===== config.mk =====
export PLATFORM = sky130hd
export DESIGN_NAME = huff_ctrl_gen2_flat
export DESIGN_NICKNAME = d
export VERILOG_FILES = /design/src/rtl/huff_ctrl_gen2_if.sv /design/src/rtl/huff_ctrl_gen2.sv /design/src/flat_wrapper.sv
export SDC_FILE = /design/constraint.sdc
export NUM_CORES = 1
export LEC_CHECK = 0
export ABC_CLOCK_PERIOD_IN_PS = 2000
export CAP_MARGIN = 20
export CORE_ASPECT_RATIO = 0.8
export CORE_MARGIN = 2
export CORE_UTILIZATION = 45
export CTS_CLUSTER_DIAMETER = 150
export DETAILED_ROUTE_END_ITERATION = 7
export HOLD_SLACK_MARGIN = 0.1
export PLACE_DENSITY = 0.73
export SYNTH_ARGS = -nofsm -noshare
export SYNTH_HDL_FRONTEND = slang
export SYNTH_SLANG_ARGS = --single-unit

===== constraint.sdc =====
create_clock -name phi1 -period 2 [get_ports phi1]
set_input_delay 0.3 -clock phi1 [delete_from_list [all_inputs] [get_ports phi1]]
set_output_delay 0.3 -clock phi1 [all_outputs]
set_load 0.02 [all_outputs]

===== src/rtl/huff_ctrl_gen2_if.sv =====
// Handshake bundle between the Huffman decoder controller, the maxcode/LUT
// match logic and the coefficient shift register.
interface huff_ctrl_gen2_if #(
    parameter int POS_W  = 4,
    parameter int SIZE_W = 4,
    parameter int RUN_W  = 2
);
    logic              init_req;
    logic              init_dc_ac;
    logic              init_sr;
    logic              match;
    logic              eob;
    logic [SIZE_W-1:0] coeff_size;
    logic [RUN_W-1:0]  run_length;
    logic              dc_ac;
    logic              reset_sr;
    logic              shift_en;
    logic              valid;
    logic [POS_W-1:0]  position;
    logic              new_block;
    logic              block_done;
    logic              pos_err;

    modport master (
        output init_req, init_dc_ac, init_sr, match, eob, coeff_size, run_length,
        input  dc_ac, reset_sr, shift_en, valid, position, new_block, block_done, pos_err
    );

    modport slave (
        input  init_req, init_dc_ac, init_sr, match, eob, coeff_size, run_length,
        output dc_ac, reset_sr, shift_en, valid, position, new_block, block_done, pos_err
    );
endinterface


===== src/rtl/huff_ctrl_gen2.sv =====
// Huffman decoder controller: DC/AC decode sequencing, coefficient shift-in and
// block position tracking. Define HUFF_POS_CHECK_EN to drop AC codes that overrun the block.
module huff_ctrl_gen2 #(
    parameter int POS_W  = 4,
    parameter int SIZE_W = 4,
    parameter int RUN_W  = 2
) (
    input  logic            phi1,
    input  logic            reset_b,
    huff_ctrl_gen2_if.slave bus
);
    typedef enum logic [2:0] {
        S_IDLE    = 3'd0,
        S_INIT    = 3'd1,
        S_DC_DEC  = 3'd2,
        S_DC_COEF = 3'd3,
        S_AC_DEC  = 3'd4,
        S_AC_COEF = 3'd5
    } state_t;

    localparam logic [POS_W-1:0]  PMAX    = '1;
    localparam logic [SIZE_W-1:0] CNT_ONE = SIZE_W'(1);

    state_t            state_q;
    logic [POS_W-1:0]  pos_q;
    logic [SIZE_W-1:0] cnt_q;
    logic              entry_q;
    logic              valid_q;
    logic              shift_q;
    logic              new_block_q;
    logic              done_q;
    logic              reset_sr;
    logic              match_ok;
    logic              dc_ac;
    logic [POS_W-1:0]  ac_pos;

    // entry_q marks the first cycle of a decode state; codes seen then are stale
    assign reset_sr = entry_q | bus.init_sr;
    assign match_ok = bus.match & ~reset_sr;

`ifdef HUFF_POS_CHECK_EN
    logic [POS_W:0] ac_sum;
    logic           ac_ovf;
    logic           pos_err_q;

    assign ac_sum = {1'b0, pos_q} + (POS_W+1)'(bus.run_length) + (POS_W+1)'(1);
    assign ac_ovf = ac_sum > {1'b0, PMAX};
    assign ac_pos = ac_sum[POS_W-1:0];
    assign bus.pos_err = pos_err_q;
`else
    assign ac_pos = pos_q + POS_W'(bus.run_length) + POS_W'(1);
    assign bus.pos_err = 1'b0;
`endif

    always_ff @(posedge phi1) begin
        if (!reset_b) begin
            state_q     <= S_IDLE;
            pos_q       <= PMAX;
            cnt_q       <= '0;
            entry_q     <= 1'b0;
            valid_q     <= 1'b0;
            shift_q     <= 1'b0;
            new_block_q <= 1'b0;
            done_q      <= 1'b0;
`ifdef HUFF_POS_CHECK_EN
            pos_err_q   <= 1'b0;
`endif
        end else begin
            entry_q     <= 1'b0;
            valid_q     <= 1'b0;
            shift_q     <= 1'b0;
            new_block_q <= 1'b0;
            done_q      <= 1'b0;
`ifdef HUFF_POS_CHECK_EN
            pos_err_q   <= 1'b0;
`endif
            if (bus.init_req) begin
                state_q <= S_INIT;
                cnt_q   <= '0;
                pos_q   <= PMAX;
            end else begin
                case (state_q)
                    S_IDLE: state_q <= S_IDLE;
                    S_INIT: begin
                        state_q     <= S_DC_DEC;
                        entry_q     <= 1'b1;
                        new_block_q <= 1'b1;
                        pos_q       <= PMAX;
                    end
                    S_DC_DEC: begin
                        if (match_ok) begin
                            pos_q <= '0;
                            if (bus.coeff_size == '0) begin
                                state_q <= S_AC_DEC;
                                valid_q <= 1'b1;
                                entry_q <= 1'b1;
                            end else begin
                                state_q <= S_DC_COEF;
                                cnt_q   <= bus.coeff_size;
                                shift_q <= 1'b1;
                            end
                        end
                    end
                    S_DC_COEF, S_AC_COEF: begin
                        // the valid cycle is also the re-entry cycle of AC_DEC
                        if (cnt_q <= CNT_ONE) begin
                            cnt_q   <= '0;
                            state_q <= S_AC_DEC;
                            valid_q <= 1'b1;
                            entry_q <= 1'b1;
                            done_q  <= (state_q == S_AC_COEF) && (pos_q == PMAX);
                        end else begin
                            cnt_q   <= cnt_q - CNT_ONE;
                            shift_q <= 1'b1;
                        end
                    end
                    S_AC_DEC: begin
                        if (done_q) begin
                            state_q     <= S_DC_DEC;
                            entry_q     <= 1'b1;
                            new_block_q <= 1'b1;
                            pos_q       <= PMAX;
                        end else if (match_ok) begin
                            if (bus.eob) begin
                                state_q     <= S_DC_DEC;
                                entry_q     <= 1'b1;
                                new_block_q <= 1'b1;
                                done_q      <= 1'b1;
                                pos_q       <= PMAX;
                            end
`ifdef HUFF_POS_CHECK_EN
                            else if (ac_ovf) begin
                                state_q     <= S_DC_DEC;
                                entry_q     <= 1'b1;
                                new_block_q <= 1'b1;
                                done_q      <= 1'b1;
                                pos_err_q   <= 1'b1;
                                pos_q       <= PMAX;
                            end
`endif
                            else begin
                                pos_q <= ac_pos;
                                if (bus.coeff_size == '0) begin
                                    valid_q <= 1'b1;
                                    entry_q <= 1'b1;
                                    done_q  <= (ac_pos == PMAX);
                                end else begin
                                    state_q <= S_AC_COEF;
                                    cnt_q   <= bus.coeff_size;
                                    shift_q <= 1'b1;
                                end
                            end
                        end
                    end
                    default: begin
                        state_q <= S_IDLE;
                        cnt_q   <= '0;
                        pos_q   <= PMAX;
                    end
                endcase
            end
        end
    end

    always_comb begin
        dc_ac = bus.init_dc_ac;
        case (state_q)
            S_DC_DEC, S_DC_COEF: dc_ac = 1'b1;
            S_AC_DEC, S_AC_COEF: dc_ac = 1'b0;
            default:             dc_ac = bus.init_dc_ac;
        endcase
    end

    assign bus.dc_ac      = dc_ac;
    assign bus.reset_sr   = reset_sr;
    assign bus.shift_en   = shift_q;
    assign bus.valid      = valid_q;
    assign bus.position   = pos_q;
    assign bus.new_block  = new_block_q;
    assign bus.block_done = done_q;
endmodule


===== src/flat_wrapper.sv =====
// flat-port wrapper written by rule: the top's interface ports become plain ports
module huff_ctrl_gen2_flat 
#(
    parameter int POS_W  = 4,
    parameter int SIZE_W = 4,
    parameter int RUN_W  = 2
)
  (phi1, reset_b, bus_init_req, bus_init_dc_ac, bus_init_sr, bus_match, bus_eob, bus_coeff_size, bus_run_length, bus_dc_ac, bus_reset_sr, bus_shift_en, bus_valid, bus_position, bus_new_block, bus_block_done, bus_pos_err);
  huff_ctrl_gen2_if #(.POS_W(POS_W), .SIZE_W(SIZE_W), .RUN_W(RUN_W)) bus_i ();
  input  logic phi1;
  input  logic reset_b;
  input wire logic [$bits(bus_i.init_req)-1:0] bus_init_req;
  input wire logic [$bits(bus_i.init_dc_ac)-1:0] bus_init_dc_ac;
  input wire logic [$bits(bus_i.init_sr)-1:0] bus_init_sr;
  input wire logic [$bits(bus_i.match)-1:0] bus_match;
  input wire logic [$bits(bus_i.eob)-1:0] bus_eob;
  input wire logic [$bits(bus_i.coeff_size)-1:0] bus_coeff_size;
  input wire logic [$bits(bus_i.run_length)-1:0] bus_run_length;
  output wire logic [$bits(bus_i.dc_ac)-1:0] bus_dc_ac;
  output wire logic [$bits(bus_i.reset_sr)-1:0] bus_reset_sr;
  output wire logic [$bits(bus_i.shift_en)-1:0] bus_shift_en;
  output wire logic [$bits(bus_i.valid)-1:0] bus_valid;
  output wire logic [$bits(bus_i.position)-1:0] bus_position;
  output wire logic [$bits(bus_i.new_block)-1:0] bus_new_block;
  output wire logic [$bits(bus_i.block_done)-1:0] bus_block_done;
  output wire logic [$bits(bus_i.pos_err)-1:0] bus_pos_err;
  assign bus_i.init_req = bus_init_req;
  assign bus_i.init_dc_ac = bus_init_dc_ac;
  assign bus_i.init_sr = bus_init_sr;
  assign bus_i.match = bus_match;
  assign bus_i.eob = bus_eob;
  assign bus_i.coeff_size = bus_coeff_size;
  assign bus_i.run_length = bus_run_length;
  assign bus_dc_ac = bus_i.dc_ac;
  assign bus_reset_sr = bus_i.reset_sr;
  assign bus_shift_en = bus_i.shift_en;
  assign bus_valid = bus_i.valid;
  assign bus_position = bus_i.position;
  assign bus_new_block = bus_i.new_block;
  assign bus_block_done = bus_i.block_done;
  assign bus_pos_err = bus_i.pos_err;
  huff_ctrl_gen2 #(.POS_W(POS_W), .SIZE_W(SIZE_W), .RUN_W(RUN_W)) u_core (.phi1(phi1), .reset_b(reset_b), .bus(bus_i));
endmodule

======== Word-level counts from Yosys, hierarchy flattened ========
Index checks and enable logic that the tools add are counted.
word-level totals
  word-level logic and storage cells ...... 100
  bits in registers ....................... 16
  input port bits ......................... 13
cells by class
  eq/ne operators ......................... 18
  add/sub/neg operators ................... 3
  bitwise operators ....................... 6
  order comparisons ....................... 1
  multiplexer cells ....................... 50
  reduce and logical (&&, ||, !) cells .... 13
operators with widths
  kind                                                 number
  2-to-1 mux 4 bit                                     10
  2-to-1 mux 1 bit                                     24
  2-to-1 mux 3 bit                                     7
  case mux 4 bit (4 select lines)                      1
  case mux 3 bit (4 select lines)                      1
  case mux 4 bit (3 select lines)                      1
  OR reduction 2 bit                                   5
  equality test 4 bit, second input constant           2
  AND reduction 4 bit                                  2
  equality test 3 x 2 -> 1 bit, second input constant  2
  equality test 3 bit, second input constant           2
  != test 2 x 1 -> 1 bit, second input constant        3
  != test 3 x 2 -> 1 bit, second input constant        2
  case mux 1 bit (2 select lines)                      3
  case mux 1 bit (3 select lines)                      2
  != test 5 x 4 -> 1 bit, second input constant        1
  AND reduction 5 bit                                  1
  adder 4 x 1 -> 4 bit, second input constant          1
  adder 4 x 2 -> 4 bit                                 1
  <= comparator 4 x 1 -> 1 bit, second input constant  1
  zero test 4 bit                                      1
  != test 2 bit, second input constant                 2
  != test 4 x 2 -> 1 bit, second input constant        1
  != test 4 x 3 -> 1 bit, second input constant        1
  11 further kinds                                     14

======== Depth between registers and ports, before layout ========
Gate-level depths: netlist of run 1.
  depth in word-level cells ............... 8
  gate-level depth with buffers ........... 7
  depth with buffers taken out ............ 7

======== Least setup slack after synthesis of run 1 ========
No wires, ideal clock.
  path type ............................... reg2reg
  start ................................... register u_core.pos_q[0], in the netlist u_core.bus.position[0]
  end ..................................... register u_core.pos_q[2], in the netlist u_core.bus.position[2]
  data arrival time ....................... 1.623 ns
  path buffers ............................ 0
  clock period less this slack ............ 1.745 ns
  stages on the path, launching flop included .. 7
  data required time ...................... 1.878 ns
  path slack .............................. 0.255 ns
  cells stage by stage .................... dfxtp_1 inv_1 ha_1 fa_1 inv_1 o21ai_0 a221o_1
on the way
  longest elaborated chain between the ends .. 6
RTL lines
  element                          line                   source
  start, declared                  huff_ctrl_gen2.sv:25   logic [POS_W-1:0] pos_q;
  start signal, assigned           huff_ctrl_gen2.sv:142  pos_q <= ac_pos;
  adder 4 x 2 -> 4 bit             huff_ctrl_gen2.sv:51   assign ac_pos = pos_q + POS_W'(bus.run_length) + POS_W'(1);
  adder 4 x 1 -> 4 bit             huff_ctrl_gen2.sv:51
  2-to-1 mux 4 bit                 huff_ctrl_gen2.sv:124  if (bus.eob) begin
  2-to-1 mux 4 bit                 huff_ctrl_gen2.sv:123  end else if (match_ok) begin
  2-to-1 mux 4 bit                 huff_ctrl_gen2.sv:118  if (done_q) begin
  case mux 4 bit (3 select lines)  huff_ctrl_gen2.sv:82   case (state_q)
No other way between the ends. The select of a mux whose other input is x is not followed.
A chain may end at the register's enable or synchronous reset.

======== Worst setup path in the final report of run 1 ========
  start ................................... input bus_init_sr
  end ..................................... output bus_reset_sr
on the way
  longest elaborated chain between the ends .. 1
RTL lines
  element           line                  source
  start, declared   flat_wrapper.sv:14    input wire logic [$bits(bus_i.init_sr)-1:0] bus_init_sr;
  bitwise OR 1 bit  huff_ctrl_gen2.sv:38  assign reset_sr = entry_q | bus.init_sr;
  end, declared     flat_wrapper.sv:20    output wire logic [$bits(bus_i.reset_sr)-1:0] bus_reset_sr;
No other way between the ends.

==> impl_metrics.ini, run 1 <==
[status]
outcome = finished, final reports clean

[timing]
worst_pin_slew_ns = 0.616
final_hold_viol_count = 0
finClkSkew_ns = 0.0101
finalSetupViolations = 0
rsz0062_at_grt = no
fmax_mhz = 529
maxSlewHeadroom = 0.587
min_period_over_period = 0.946
layout_min_cycle_time_ns = 1.89
drv_slew = 0
fin_ws_ns = 0.109
setup_tns_ns = 0

[placement]
io_buffers = 22
gp_congestion = 0.876
dp_hpwl_um = 2390
dp_slack_ns = -0.0944

[final_layout]
post-route-util = 0.621
fin_nets = 191
insertedDiodeCount = 0
drive_above_1_share = 0.175
fillers = 240
synthToLayoutAreaGrowth_pct = 30.3

[synth]
synth_edf_count = 0
ys_top_cells_by_count = 16 x dfxtp_1, 12 x nand2_1, 8 x inv_1, 8 x o21ai_0, 7 x nor2_1
netlist_area_um2 = 1160
synth_ff_type = dfxtp_1
synth_top_cell_by_area = dfxtp_1
synthArstFlopShare = 0
ys_ff_latch = 16
syn_nets = 158
synthTopCellsByArea = dfxtp_1 28%, ha_1 4.3%, nand2_1 3.9%, a32o_1 3.4%, o21ai_0 3.4%
synth_area_per_cell_um2 = 8.31
synth_warnings = 0
synth_top_area_share = 0.275
synth_cells = 140
ys_seq_area_frac = 0.275
yosysUniqueCellTypes = 59
synth.most_common_cell = dfxtp_1

[setup_path]
critPathArrivalTime_ns = 1.59
cp.required_ns = 1.70
crit_slowest_cell = clkdlybuf4s50_1
worstPathMaxFanout = 3
worst_setup_path_end_kind = output pin
cpMostUsedCell = clkdlybuf4s50_1
crit_chain = clkdlybuf4s50_1 -> or2_2 -> clkdlybuf4s50_1
path_class = input pin to output pin
crit_path_start_kind = input pin
critical-path-max-stage-delay_ns = 0.54

[detailed_routing]
avgRoutedWirePerCell_um = 14.9
wirelength_um = 3080
wl_met2_um = 1420
met1_length_um = 1390
ant_nets = 0
via_count = 1192
wl_met3_um = 231
drc_errors = 0
vias_per_cell = 5.76
first_pass_iters = 4
top_layer = met4
drtIter0Drc = 53

[clocking]
clk_path_buf_depth = 2
root_buffer = clkbuf_4
h-tree-depth = 1
clock_sinks = 16
hold_buffers = 0
clkTransAtPathRegs_ns = 0.08
cts_tree = built
cts_made_buffers = 3
insertion_delay_ns = 0.29

[global_routing]
grt_overflow = 0
grt_pass1_vias = 1164
grt_pass1_wl_um = 5150
antenna_found_initial = 0
grt_max_degree = 16
grt.total_usage = 0.224

[floorplanning]
die_h_um = 49.5
die_area_um2 = 3010
start_util = 0.476
rows = 16
die_x_um = 60.9
ioPinCount = 24
core_area_um2 = 2440

[power_and_ir_drop]
p_per_area_nw_per_um2 = 410
vdd_ir_drop_max_v = 0.000212
power.leakage_nw = 0.573
p_total_uw = 621

[flow_run]
maxCapViolations = 0

[worst_hold_path]
hold_class = flop to flop
stage by stage:
step / area, um2 / std cells / hold WS (ns)
finish: 1520 / 207 / 0.529
global route: 1520 / 207 / 0.570
CTS: 1510 / 206 / 0.534
detailed placement: 1480 / 203 / 0.513
global placement: 1480 / 203 / 0.507
floorplan: 1160 / 140 / 0.440
path summary, 6_finish.rpt:
path                        start           endpoint  slack [ns]  cells after the start
hold / removal    u_core.cnt_q[1]    u_core.cnt_q[1]        0.53                      1
setup reg to reg  u_core.cnt_q[0]  u_core.state_q[1]        0.11                      7
hold reg to reg   u_core.cnt_q[1]    u_core.cnt_q[1]        0.53                      1
setup / recovery      bus_init_sr       bus_reset_sr        0.11                      3
routing by layer:
layer  GRT usage  up-vias
met3      0.0630        9
met5           0        -
met4      0.0616        0
li1            -      585
met1       0.289      545
met2       0.360       53
state kept, by name, indices dropped and copies added, names as in the netlist:
name,cells
u_core.entry_q,1
u_core.state_q,3
u_core.bus.shift_en,1
u_core.bus.new_block,1
u_core.bus.position,4
u_core.cnt_q,4
u_core.bus.valid,1
u_core.bus.block_done,1
area by class of cell:
| type | count | area, um2 | area share |
|---|---|---|---|
| clock buffers | 3 | 22.5 | 0.0149 |
| inverters | 9 | 33.8 | 0.0223 |
| multi-input cells | 108 | 768 | 0.507 |
| repair buffers | 35 | 320 | 0.211 |
| well taps | 36 | 45.0 | 0.0297 |
| flip-flops and latches | 16 | 327 | 0.215 |
layout by cell type (no fill, tap or decap), types with 2 or more instances in the layout:
master	count
nor2_1	7
and3_1	2
nand2_1	12
o211ai_1	2
nor2b_1	6
a21oi_1	6
o31ai_1	2
dfxtp_1	13
o21ai_1	5
ha_1	4
buf_4	13
clkbuf_4	3
a32o_1	4
nand3_1	3
dfxtp_2	2
nand2b_1	2
o2bb2ai_1	2
inv_1	8
nor3_1	3
a211oi_1	2
xnor2_1	2
clkdlybuf4s50_1	21
or4_1	2
mux2i_1	2
o21ai_0	8
worst max-delay path, delay by kind of cell:
kind                   cells  cell delay [ns]
buffers and inverters      2             0.99
AND/OR/NAND/NOR            1             0.31
report_power, final:
part / internal, mW / switching (mW) / leakage, nW
registers: 0.321 / 0.00473 / 0.131
clock network: 0.0699 / 0.0951 / 0.0138
logic: 0.0672 / 0.0639 / 0.428
what timing repair did:
action	in CTS	in global routing
setup buffers	0	1
cloned	0	0
endpoints found under the hold margin	0	0
pin swaps	0	1
gates resized for setup	3	2
setup endpoints to repair	1	3
cell families (layout without fill, tap and decap cells):
group                    Yosys count  after routing  share of synthesized area
XOR/XNOR                           3              3                     0.0226
AO/OA/AOI/OAI                     46             46                      0.294
AND/OR/NAND/NOR                   49             49                      0.245
multiplexers                       3              3                     0.0269
buffers and inverters             16             47                     0.0645
adder cells (fa/ha/maj)            6              6                     0.0688
flip-flops                        16             16                      0.275
other                              1              1                    0.00322
Power figures use the tool's default switching activity.
==> run 2, diff against run 1 <==
Settings changed: CTS_CLUSTER_DIAMETER 150 to not set, CTS_CLUSTER_SIZE set to 20.
==> results of run 2 <==
No change in the layout: final DEF, timing and power equal those of run 1.
==> run 3, diff against run 2 <==
Settings changed: ABC_CLOCK_PERIOD_IN_PS 2000 to 1700, PLACE_DENSITY 0.73 to 0.75.
Clock period 2 ns to 1.7 ns, I/O delays scaled along.
==> impl_metrics.ini, run 3 (synthesized netlist as in run 1, its figures left out) <==
[setup_path]
worstPathMaxFanout = 4
crit_path_start_kind = flop
cp.required_ns = 1.89
path_class = flop to flop
crit_slowest_cell = dfxtp_2
worst-path-buf-inv = 2
critPathArrivalTime_ns = 1.94
worst_setup_path_end_kind = flop
critical-path-max-stage-delay_ns = 0.36
crit_family = compound AO/OA/AOI/OAI gates
crit_chain = inv_2 -> ha_4 -> or2_4 -> a221oi_4 -> a211oi_2 -> buf_4 -> a311oi_2

[clocking]
clkTransAtPathRegs_ns = 0.08
root_buffer = clkbuf_4
insertion_delay_ns = 0.29
clk_path_buf_depth = 2
cts_made_buffers = 3
clock_sinks = 16
hold_buffers = 0
cts_tree = built
h-tree-depth = 1

[power_and_ir_drop]
p_per_area_nw_per_um2 = 423
vdd_ir_drop_max_v = 0.000378
power.leakage_nw = 0.773

[flow_run]
maxCapViolations = 0

[timing]
layout_min_cycle_time_ns = 1.76
min_period_over_period = 1.03
fmax_mhz = 569
finClkSkew_ns = 0.00652
rsz0062_at_grt = yes
drv_slew = 0
final_hold_viol_count = 0
fin_ws_ns = -0.0578
finalSetupViolations = 4

[detailed_routing]
vias_per_cell = 5.92
wirelength_um = 4080
avgRoutedWirePerCell_um = 17.5
drtIter0Drc = 87
ant_nets = 0
via_count = 1379
drc_errors = 0
first_pass_iters = 4

[floorplanning]
start_util = 0.476
die_h_um = 49.5
rows = 16
die_x_um = 60.9
die_area_um2 = 3010
core_area_um2 = 2440
ioPinCount = 24

[final_layout]
synthToLayoutAreaGrowth_pct = 56.8
fin_nets = 217
insertedDiodeCount = 0
drive_above_1_share = 0.381
final_common_cell = buf_4
layout_common_cells = 38 x buf_4, 14 x clkdlybuf4s50_1, 11 x nand2_1, 11 x dfxtp_1, 7 x nor2_1
final_area_um2 = 1820

[placement]
io_buffers = 22
place_area_um2 = 1620
dp_hpwl_um = 2740
dp_slack_ns = -0.337
gp_congestion = 0.931

[global_routing]
gr-usage-met2 = 0.437
antenna_found_initial = 0
grt.total_usage = 0.266
use_met1 = 0.329
grt_max_degree = 14
grt_overflow = 0
grt_pass1_wl_um = 6090
top_usage_layer = met2
grt_pass1_vias = 1384
met3_usage = 0.0656

[status]
violations = setup timing
outcome = finished, violations left

[worst_hold_path]
hold_class = input pin to flop
## run 3: cell types whose count changed in the layout (fill, tap and decap cells not counted), sizes merged
| cell | previous run | this run |
|---|---|---|
| dlygate4sd2 | 0 | 2 |
| clkdlybuf4s50 | 21 | 14 |
| buf | 13 | 40 |
| dlymetal6s2s | 1 | 5 |
## run 3: metal layers
metal | wire [um] | vias to the layer above
met5 | 0 | -
met4 | 163 | 0
met2 | 1950 | 92
li1 | - | 631
met3 | 453 | 19
met1 | 1510 | 637
## run 3: worst reg2reg max path: cells and delay by family, from the launching register on
kind | cells | cell delay (ns)
compound gates | 3 | 0.69
buf+inv | 2 | 0.21
simple gates | 1 | 0.26
fa+ha+maj | 1 | 0.15
flops | 1 | 0.36
## run 3: where the power goes
part           total (mW)  internal, mW  switching [mW]  leakage (nW)
combinational       0.192        0.0954          0.0965         0.629
clock               0.195        0.0825           0.112        0.0138
sequential          0.384         0.378         0.00574         0.130
total               0.771         0.556           0.214         0.773
## run 3: through the flow
step | TNS (ns) | hold WS, ns | total power [mW] | utilization | std cells
global route | -0.644 | 0.493 | 0.803 | 0.747 | 233
finish | -0.172 | 0.475 | 0.771 | 0.747 | 233
global placement | -3.31 | 0.484 | 0.551 | 0.661 | 221
CTS | -0.0695 | 0.514 | 0.756 | 0.712 | 230
floorplan | 0 | 0.395 | 0.470 | - | 140
detailed placement | -3.93 | 0.491 | 0.556 | 0.661 | 221
## run 3: layout make-up
type | count | area [um2]
well taps | 36 | 45.0
inverters | 9 | 33.8
clock buffers | 3 | 22.5
flip-flops and latches | 16 | 327
repair buffers | 61 | 522
multi-input cells | 108 | 875
fillers | 178 | 618
## run 3: path summary, 6_finish.rpt
path	endpoint	cells past startpoint	slack, ns	from
hold / removal	u_core.cnt_q[0]	4	0.48	bus_coeff_size[0]
setup / recovery	u_core.state_q[2]	7	-0.06	u_core.cnt_q[0]
setup reg to reg	u_core.state_q[2]	7	-0.06	u_core.cnt_q[0]
hold reg to reg	u_core.bus.position[1]	2	0.54	u_core.bus.position[1]
## run 3: what timing repair did
action | 4_1_cts | 5_1_grt
setup buffers | 6 | 4
gates resized for setup | 20 | 21
pin swaps | 8 | 17
endpoints found under the setup margin | 13 | 15
